--- config.mk ---
export PLATFORM = sky130hd
export DESIGN_NAME = pf_issue_ctrl
export DESIGN_NICKNAME = d
export VERILOG_FILES = /design/src/rtl/pf_pkg.sv /design/src/rtl/rpsN.sv /design/src/rtl/pf_issue_ctrl.sv
export SDC_FILE = /design/constraint.sdc
export NUM_CORES = 2
export LEC_CHECK = 0
export BUFFER_PORTS_ARGS = -buffer_cell sky130_fd_sc_hd__buf_4
export CORE_ASPECT_RATIO = 1.4
export CORE_UTILIZATION = 60
export CTS_CLUSTER_DIAMETER = 150
export DETAILED_ROUTE_END_ITERATION = 10
export PLACE_DENSITY = 0.83
export SETUP_SLACK_MARGIN = 0.1
export SYNTH_ARGS = -nofsm -noshare
export SYNTH_HDL_FRONTEND = slang
export SYNTH_SLANG_ARGS = --single-unit
--- constraint.sdc ---
create_clock -name clk -period 9.3 [get_ports clk]
set_clock_uncertainty 0.05 [all_clocks]
set_input_delay 0.465 -clock clk [delete_from_list [all_inputs] [get_ports clk]]
set_output_delay 0.465 -clock clk [all_outputs]
set_load 0.005 [all_outputs]
--- src/rtl/pf_pkg.sv ---
`default_nettype none
// ============================================================================
// Package  : pf_pkg
// Brief    : Shared types and defaults for the prefetch issue controller.
// Revision : 1.0
// ============================================================================
package pf_pkg;

  localparam int PF_N      = 8;
  localparam int PF_TAG_W  = 4;
  localparam int PF_ADDR_W = 64;

  typedef enum logic [2:0] {
    FREE = 3'd0,
    PEND = 3'd1,
    SEL  = 3'd2,
    WAIT = 3'd3,
    SQ   = 3'd4
  } pf_state_e;

  typedef enum logic [0:0] {
    IDLE = 1'b0,
    REQ  = 1'b1
  } pf_fsm_e;

  // Storage widths are the package maxima; the controller's ADDR_W/TAG_W must not exceed them.
  typedef struct packed {
    pf_state_e              state;
    logic [PF_ADDR_W-1:0]   addr;
    logic [PF_TAG_W-1:0]    tag;
  } pf_entry_t;

endpackage
`default_nettype wire

--- src/rtl/rpsN.sv ---
`default_nettype none
// ============================================================================
// Module   : rpsN
// Brief    : Round-robin priority selector; first request at or after ptr_i wins.
// Revision : 1.0
// ============================================================================
module rpsN #(
  parameter int N = 8
) (
  input  logic                 en_i,
  input  logic [N-1:0]         req_i,
  input  logic [$clog2(N)-1:0] ptr_i,
  output logic [N-1:0]         gnt_o,
  output logic [$clog2(N)-1:0] gnt_idx_o
);

  localparam int c_IDX_W = $clog2(N);

  logic [c_IDX_W-1:0] w_idx;
  logic               w_found;

  // N is a power of two, so the index sum wraps on its own.
  always_comb begin
    gnt_o     = '0;
    gnt_idx_o = '0;
    w_found   = 1'b0;
    w_idx     = '0;
    for (int i = 0; i < N; i++) begin
      w_idx = ptr_i + c_IDX_W'(i);
      if (en_i && !w_found && req_i[w_idx]) begin
        gnt_o[w_idx] = 1'b1;
        gnt_idx_o    = w_idx;
        w_found      = 1'b1;
      end
    end
  end

endmodule
`default_nettype wire

--- src/rtl/pf_issue_ctrl.sv ---
`default_nettype none
// ============================================================================
// Module   : pf_issue_ctrl
// Brief    : Next-line prefetch issue controller: queue, memory handshake, fill.
// Revision : 1.0
// ============================================================================
module pf_issue_ctrl
  import pf_pkg::*;
#(
  parameter int N      = PF_N,
  parameter int ADDR_W = 64,
  parameter int TAG_W  = PF_TAG_W,
  parameter int DATA_W = 64
) (
  input  logic              clk,
  input  logic              rst_n,
  input  logic              alloc_en_i,
  input  logic [ADDR_W-1:0] alloc_addr_i,
  output logic              alloc_ready_o,
  input  logic              flush_i,
  output logic              mem_req_valid_o,
  output logic [ADDR_W-1:0] mem_req_addr_o,
  input  logic              mem_req_ready_i,
  input  logic [TAG_W-1:0]  mem_req_tag_i,
  input  logic [TAG_W-1:0]  mem_cpl_tag_i,
  input  logic [DATA_W-1:0] mem_cpl_data_i,
  output logic              fill_valid_o,
  output logic [ADDR_W-1:0] fill_addr_o,
  output logic [DATA_W-1:0] fill_data_o
);

  localparam int c_IDX_W = $clog2(N);

  pf_entry_t          r_ent     [N];
  pf_entry_t          w_ent_nxt [N];
  pf_fsm_e            r_fsm, w_fsm_nxt;
  logic [c_IDX_W-1:0] r_ptr, r_gnt_idx, w_free_idx, w_gnt_idx;
  logic [N-1:0]       w_pend_vec, w_gnt;
  logic               w_free_any, w_dup, w_alloc, w_accept, w_rps_en;
  logic               w_fill_hit;
  logic [ADDR_W-1:0]  w_fill_addr;
  logic               r_req_valid, r_fill_valid;
  logic [ADDR_W-1:0]  r_req_addr, r_fill_addr;
  logic [DATA_W-1:0]  r_fill_data;

  // Descending scan so the lowest-index FREE entry is the one left in w_free_idx.
  always_comb begin
    w_pend_vec = '0;
    w_free_idx = '0;
    w_free_any = 1'b0;
    w_dup      = 1'b0;
    for (int i = N - 1; i >= 0; i--) begin
      w_pend_vec[i] = (r_ent[i].state == PEND);
      if (r_ent[i].state == FREE) begin
        w_free_idx = c_IDX_W'(i);
        w_free_any = 1'b1;
      end
      if ((r_ent[i].state == PEND || r_ent[i].state == SEL || r_ent[i].state == WAIT) &&
          r_ent[i].addr == PF_ADDR_W'(alloc_addr_i)) begin
        w_dup = 1'b1;
      end
    end
  end

  assign alloc_ready_o = w_free_any;
  assign w_rps_en      = (r_fsm == IDLE) && !flush_i;
  assign w_accept      = (r_fsm == REQ) && mem_req_ready_i;
  assign w_alloc       = alloc_en_i && !flush_i && w_free_any && !w_dup;

  rpsN #(.N(N)) u_rps (
    .en_i      (w_rps_en),
    .req_i     (w_pend_vec),
    .ptr_i     (r_ptr),
    .gnt_o     (w_gnt),
    .gnt_idx_o (w_gnt_idx)
  );

  // Completion, then accept, then flush-or-(alloc, grant) layered on the same next-state copy.
  always_comb begin
    w_ent_nxt   = r_ent;
    w_fill_hit  = 1'b0;
    w_fill_addr = '0;
    for (int i = 0; i < N; i++) begin
      if (mem_cpl_tag_i != '0 && (r_ent[i].state == WAIT || r_ent[i].state == SQ) &&
          r_ent[i].tag == PF_TAG_W'(mem_cpl_tag_i)) begin
        if (r_ent[i].state == WAIT) begin
          w_fill_hit  = 1'b1;
          w_fill_addr = r_ent[i].addr[ADDR_W-1:0];
        end
        w_ent_nxt[i].state = FREE;
      end
    end
    if (w_accept) begin
      if (r_ent[r_gnt_idx].state == SEL) begin
        w_ent_nxt[r_gnt_idx].state = WAIT;
      end
      w_ent_nxt[r_gnt_idx].tag = PF_TAG_W'(mem_req_tag_i);
    end
    if (flush_i) begin
      for (int i = 0; i < N; i++) begin
        if (w_ent_nxt[i].state == PEND) begin
          w_ent_nxt[i].state = FREE;
        end else if (w_ent_nxt[i].state == SEL || w_ent_nxt[i].state == WAIT) begin
          w_ent_nxt[i].state = SQ;
        end
      end
    end else begin
      if (w_alloc) begin
        w_ent_nxt[w_free_idx].state = PEND;
        w_ent_nxt[w_free_idx].addr  = PF_ADDR_W'(alloc_addr_i);
        w_ent_nxt[w_free_idx].tag   = '0;
      end
      // Tag cleared at grant so a squash before accept cannot match a stale tag.
      if (|w_gnt) begin
        w_ent_nxt[w_gnt_idx].state = SEL;
        w_ent_nxt[w_gnt_idx].tag   = '0;
      end
    end
  end

  always_comb begin
    w_fsm_nxt = r_fsm;
    case (r_fsm)
      IDLE:    if (|w_gnt) w_fsm_nxt = REQ;
      REQ:     if (mem_req_ready_i) w_fsm_nxt = IDLE;
      default: w_fsm_nxt = IDLE;
    endcase
  end

  always_ff @(posedge clk or negedge rst_n) begin
    if (!rst_n) begin
      r_fsm <= IDLE;
    end else begin
      r_fsm <= w_fsm_nxt;
    end
  end

  always_ff @(posedge clk or negedge rst_n) begin
    if (!rst_n) begin
      for (int i = 0; i < N; i++) begin
        r_ent[i] <= '{state: FREE, addr: '0, tag: '0};
      end
      r_ptr        <= '0;
      r_gnt_idx    <= '0;
      r_req_valid  <= 1'b0;
      r_req_addr   <= '0;
      r_fill_valid <= 1'b0;
      r_fill_addr  <= '0;
      r_fill_data  <= '0;
    end else begin
      r_ent        <= w_ent_nxt;
      r_fill_valid <= w_fill_hit;
      if (w_fill_hit) begin
        r_fill_addr <= w_fill_addr;
        r_fill_data <= mem_cpl_data_i;
      end
      if (|w_gnt) begin
        r_gnt_idx   <= w_gnt_idx;
        r_req_valid <= 1'b1;
        r_req_addr  <= r_ent[w_gnt_idx].addr[ADDR_W-1:0];
      end
      if (w_accept) begin
        r_req_valid <= 1'b0;
        r_ptr       <= r_gnt_idx + c_IDX_W'(1);
      end
    end
  end

  assign mem_req_valid_o = r_req_valid;
  assign mem_req_addr_o  = r_req_addr;
  assign fill_valid_o    = r_fill_valid;
  assign fill_addr_o     = r_fill_addr;
  assign fill_data_o     = r_fill_data;

endmodule
`default_nettype wire

# After elaboration in Yosys (flattened, before gate mapping)
# Cells that the tools add are included.
# W data, S select, Z words.
# classes
add_sub_neg	8
n_lt_le_gt_ge	22
n_eq_ne	73
n_mux	189
bitwise	11
reduce_logical	107
# ops
cell	count
$bwmux W568	7
$mux W568	6
$demux W71 S3	7
$mux W64	16
$mux W68	11
$eq A64 B64 Y1	8
$bmux W71 S3	2
$mux W71	5
$mux W3	48
$eq A3 B2 Y1 const B	33
$mux W8	8
$mux W1	59
$or A8 B8 Y8	7
$logic_and A1 B1 Y1	55
$eq A3 B1 Y1 const B	16
$eq A4 B4 Y1	8
$logic_or A1 B1 Y1	32
$lt A3 B4 Y1 const B	8
$bmux W1 S3	8
$demux W1 S3	8
$eq A3 B3 Y1 const B	8
$ge A3 B1 Y1 const B	8
$logic_not A3 Y1	8
$add A3 B3 Y3 const B	4
12 further kinds	30
# word_totals
register_bits	769
inputBits	141
output_inout_bits	195

# Longest topological paths before layout
# depth
word_depth	42
depth_mapped	20

# Hierarchy
# A second synthesis with hierarchy kept.
# unflattened
hier_cells	3871
area_unflattened_um2	45522.4
# modules_own_cells
mod	n_inst	cells_per_inst	area_each_um2	seq_area_each_um2
pf_issue_ctrl	1	3732	44247.4	19243.5
rpsN	1	139	1275.0	0.0

# Least setup slack after synthesis
# No wires, ideal clock.
# synth_path
path_kind	register to register
start	register r_ptr[0]
end	register r_req_addr[29] (netlist: mem_req_addr_o[29])
setup_ns	0.126
arrival_time_ns	4.571
slack_ns	4.553
stages_incl_launch_ff	20
n_path_buf	7
period_less_slack_ns	4.747
path_cell_list	dfrtp_1 > inv_1 > clkbuf_1 > clkbuf_1 > ha_1 > buf_6 > clkinv_2 > buf_6 > mux2i_1 > mux4_2 > or3_4 > o32ai_2 > nand2_1 > a21boi_2 > buf_4 > buf_2 > buf_2 > mux2i_1 > mux2i_1 > a221o_1
# synth_between
elab_chain_cells	36
word_cells_on_any_way	120
cone_classes	add/sub: 7; order compare: 16; mux: 58; bitwise: 8; reduce/logical: 31
# synth_lines
element	line	rtl
start, declared	pf_issue_ctrl.sv:37	logic [c_IDX_W-1:0] r_ptr, r_gnt_idx, w_free_idx, w_gnt_idx;
start signal, assigned	pf_issue_ctrl.sv:164	r_ptr <= r_gnt_idx + c_IDX_W'(1);
branches (longest 36 deep; another with $add A3 B1 Y3)	n/a	
end signal, assigned	pf_issue_ctrl.sv:160	r_req_addr <= r_ent[w_gnt_idx].addr[ADDR_W-1:0];
end, declared	pf_issue_ctrl.sv:43	logic [ADDR_W-1:0] r_req_addr, r_fill_addr;
# Parallel ways; which one is timed is not known. The select of a mux whose other input is x is not followed.
# A chain may end at the register's enable or synchronous reset.

# Final worst setup path
# layout_path
start	register r_ptr[0]
end	register r_req_addr[53] (netlist: mem_req_addr_o[53])
# The elaborated chain is that of the path after synthesis.

==> flow_summary.json <==
{
  "drc": 0,
  "clock_latency_ns": 0.68,
  "die_x_um": 235,
  "leakage_nw": 23.0,
  "outcome": "finished with violations",
  "timing.critical_path.slowest_cell_delay_ns": 1.16,
  "place.detailed.hpwl_um": 145000,
  "nNetsFinal": 4675,
  "root_buffer": "clkbuf_16",
  "fmax_mhz": 144,
  "synthArstFlopShare": 1.00,
  "cts_tree": "built",
  "grt_pass1_vias": 39700,
  "die_y_um": 328,
  "grt_pass1_wl_um": 303000,
  "syn_avg_cell_area_um2": 10.5,
  "fin_crit_sh": 0.745,
  "crit_arrival_ns": 7.38,
  "synthDistinctLibCells": 80,
  "period_needed_ns": 6.93,
  "clock_path_buffers": 3,
  "drt_iter0_drc": 6759,
  "hold_viol": 0,
  "grt_overflow": 0,
  "grt_setup_unrepaired": "no",
  "p_per_area_nw_per_um2": 325,
  "core_um2": 75200,
  "ant_nets": 0,
  "max_slew_margin": -0.112,
  "clock-sinks": 769,
  "rows": 119,
  "yosysWarnings": 0,
  "wl_per_cell_um": 38.8,
  "synthCells": 4339,
  "grt_max_degree": 162,
  "ir_drop_mv": 0.250,
  "synth_ff_type": "dfrtp_1",
  "areaGrowthSynthToFinish_pct": 14.1,
  "p_total_mw": 16.9,
  "cts_max_level": 3,
  "violations": "max-capacitance violations, max-slew violations",
  "drv_cap": 1,
  "synth-edff-count": 0,
  "ys_seq_area_frac": 0.422,
  "path_cells": "inv_1 > buf_4 > ha_1 > clkinv_2 > mux2i_1 > mux4_2 > or3_4 > a2111oi_2 > a2111o_2 > buf_4 > nand3_2 > buf_4 > a21oi_1 > nor3_1 > a2111oi_0 > o31ai_1",
  "path_class": "reg -> reg",
  "setup_violations": 0,
  "drt_pass1_iterations": 9,
  "synth_area_um2": 45600,
  "routabilityCongestion": 1.09,
  "numCtsBuffers": 78,
  "drt-total-wl_um": 216000,
  "vias": 41700,
  "cts_setup_buffers": 0,
  "antenna_found_initial": 27,
  "drive_above_1_share": 0.253,
  "syn_nets": 4487,
  "clk_pin_slew_ns": 0.07,
  "crit_buf_inv": 5,
  "postCtsHoldBufs": 62,
  "die-area_um2": 77100,
  "track_usage": 0.554,
  "critPathLaunchType": "register",
  "required_ns": 9.75,
  "critical_path.top_delay_family": "compound AO/OA/AOI/OAI gates",
  "pin_count": 336,
  "initial_utilization": 0.606,
  "postCtsResizedCells": 0,
  "endpoint_kind": "register",
  "vias_per_cell": 7.50,
  "finalSetupTns_ns": 0,
  "crit_top_cell": "buf_4",
  "worst_pin_slew_ns": 1.66,
  "worstPathMaxFanout": 33,
  "io_buffers": 335,
  "maxSlewViolCount": 2,
  "hold_class": "in -> reg",
  "synth_seq_cells": 769,
  "crit_path_top_delay_cell": "a2111oi_0"
}
worst paths after layout:
| path | startpoint | to | slack [ns] | depth (start not counted) |
|---|---|---|---|---|
| worst min-delay path | mem_cpl_data_i[25] | fill_data_o[25] | 0.01 | 2 |
| worst min register to register | mem_req_valid_o | mem_req_valid_o | 0.45 | 1 |
| max in group asynchronous | rst_n | fill_addr_o[15] | 6.49 | 4 |
| min in group asynchronous | rst_n | fill_data_o[58] | 0.31 | 2 |
| worst max register to register | r_ptr[0] | mem_req_addr_o[53] | 2.37 | 16 |
| worst max-delay path | r_ptr[0] | mem_req_addr_o[53] | 2.37 | 16 |
cell families after synthesis:
family,count (synthesis),share of synthesized area
AOI/OAI and AO/OA,885,0.132
and+or+nand+nor,879,0.0971
muxes,855,0.209
DFF,769,0.422
xor gates and xnor gates,517,0.0994
buffers and inverters,427,0.0385
adders and majority gates,7,0.00192
metrics by stage:
step                      area [um2]  std cells  hold WS, ns   util  worst slack, ns
final                          52000       5563       0.0109  0.692             2.37
after CTS                      52000       5553     0.000766  0.691             2.63
after detailed placement       48600       5351        0.432  0.647             2.59
after floorplan                45600       4339        0.119      -             4.55
after global routing           52000       5555      0.00986  0.691             2.31
after global placement         48600       5350        0.427  0.647             2.36
cell usage after synthesis, drive strengths merged, types with 112 or more instances:
| cell type | number | area [um2] |
|---|---|---|
| nand2 | 193 | 727 |
| xnor2 | 295 | 2580 |
| buf | 124 | 617 |
| dfrtp | 769 | 19200 |
| xor2 | 222 | 1940 |
| o21ai | 190 | 970 |
| nor2 | 220 | 826 |
| mux2i | 272 | 2720 |
| nor4 | 112 | 701 |
| clkbuf | 239 | 898 |
| a211oi | 263 | 1970 |
| mux2 | 563 | 6340 |
| a21oi | 137 | 686 |
placed cells by master, fill, tap and decap left out, types with 62 or more instances in the layout:
master / netlist / routed
dlygate4sd3_1: 0 / 64
nor3_1: 97 / 94
buf_4: 10 / 395
o22ai_1: 79 / 79
a211oi_1: 263 / 263
xor2_1: 222 / 222
o21ai_0: 105 / 105
mux2i_1: 272 / 272
a21oi_1: 137 / 136
nor2_1: 220 / 216
nor2b_1: 75 / 73
dfrtp_1: 769 / 769
xnor2_1: 295 / 294
clkbuf_16: 0 / 80
nand4_1: 88 / 88
o21ai_1: 82 / 82
nor4_1: 112 / 111
a221oi_1: 70 / 70
nand2_1: 192 / 189
inv_1: 62 / 62
mux2_2: 557 / 557
sequential cells by signal, summed over array words and instances (netlist names):
name / cells
mem_req_addr_o: 64
r_ptr: 3
r_fsm: 1
mem_req_valid_o: 1
fill_valid_o: 1
fill_data_o: 64
r_ent: 568
fill_addr_o: 64
r_gnt_idx: 3
metal layers:
layer	global-route usage	vias up	wire length, um
li1	-	16300	-
met1	0.639	20400	70900
met2	0.832	3742	92500
met3	0.178	1180	27300
met4	0.487	32	24700
met5	0.000618	-	201
final cells by class:
cell class | instances | area [um2]
repair buffers | 471 | 3820
clock inverters | 29 | 428
fillers | 5599 | 23200
well taps | 968 | 1210
diodes | 8 | 20.0
flip-flops and latches | 769 | 19200
multi-input cells | 3143 | 24800
inverters | 64 | 241
clock buffers | 111 | 2280
report_power, final:
group | total (mW) | internal (mW) | switching, mW
Combinational | 7.65 | 2.87 | 4.78
Clock | 3.45 | 1.99 | 1.46
Sequential | 5.81 | 4.34 | 1.47
Total | 16.9 | 9.20 | 7.71
(Power assumes the default switching activity.)
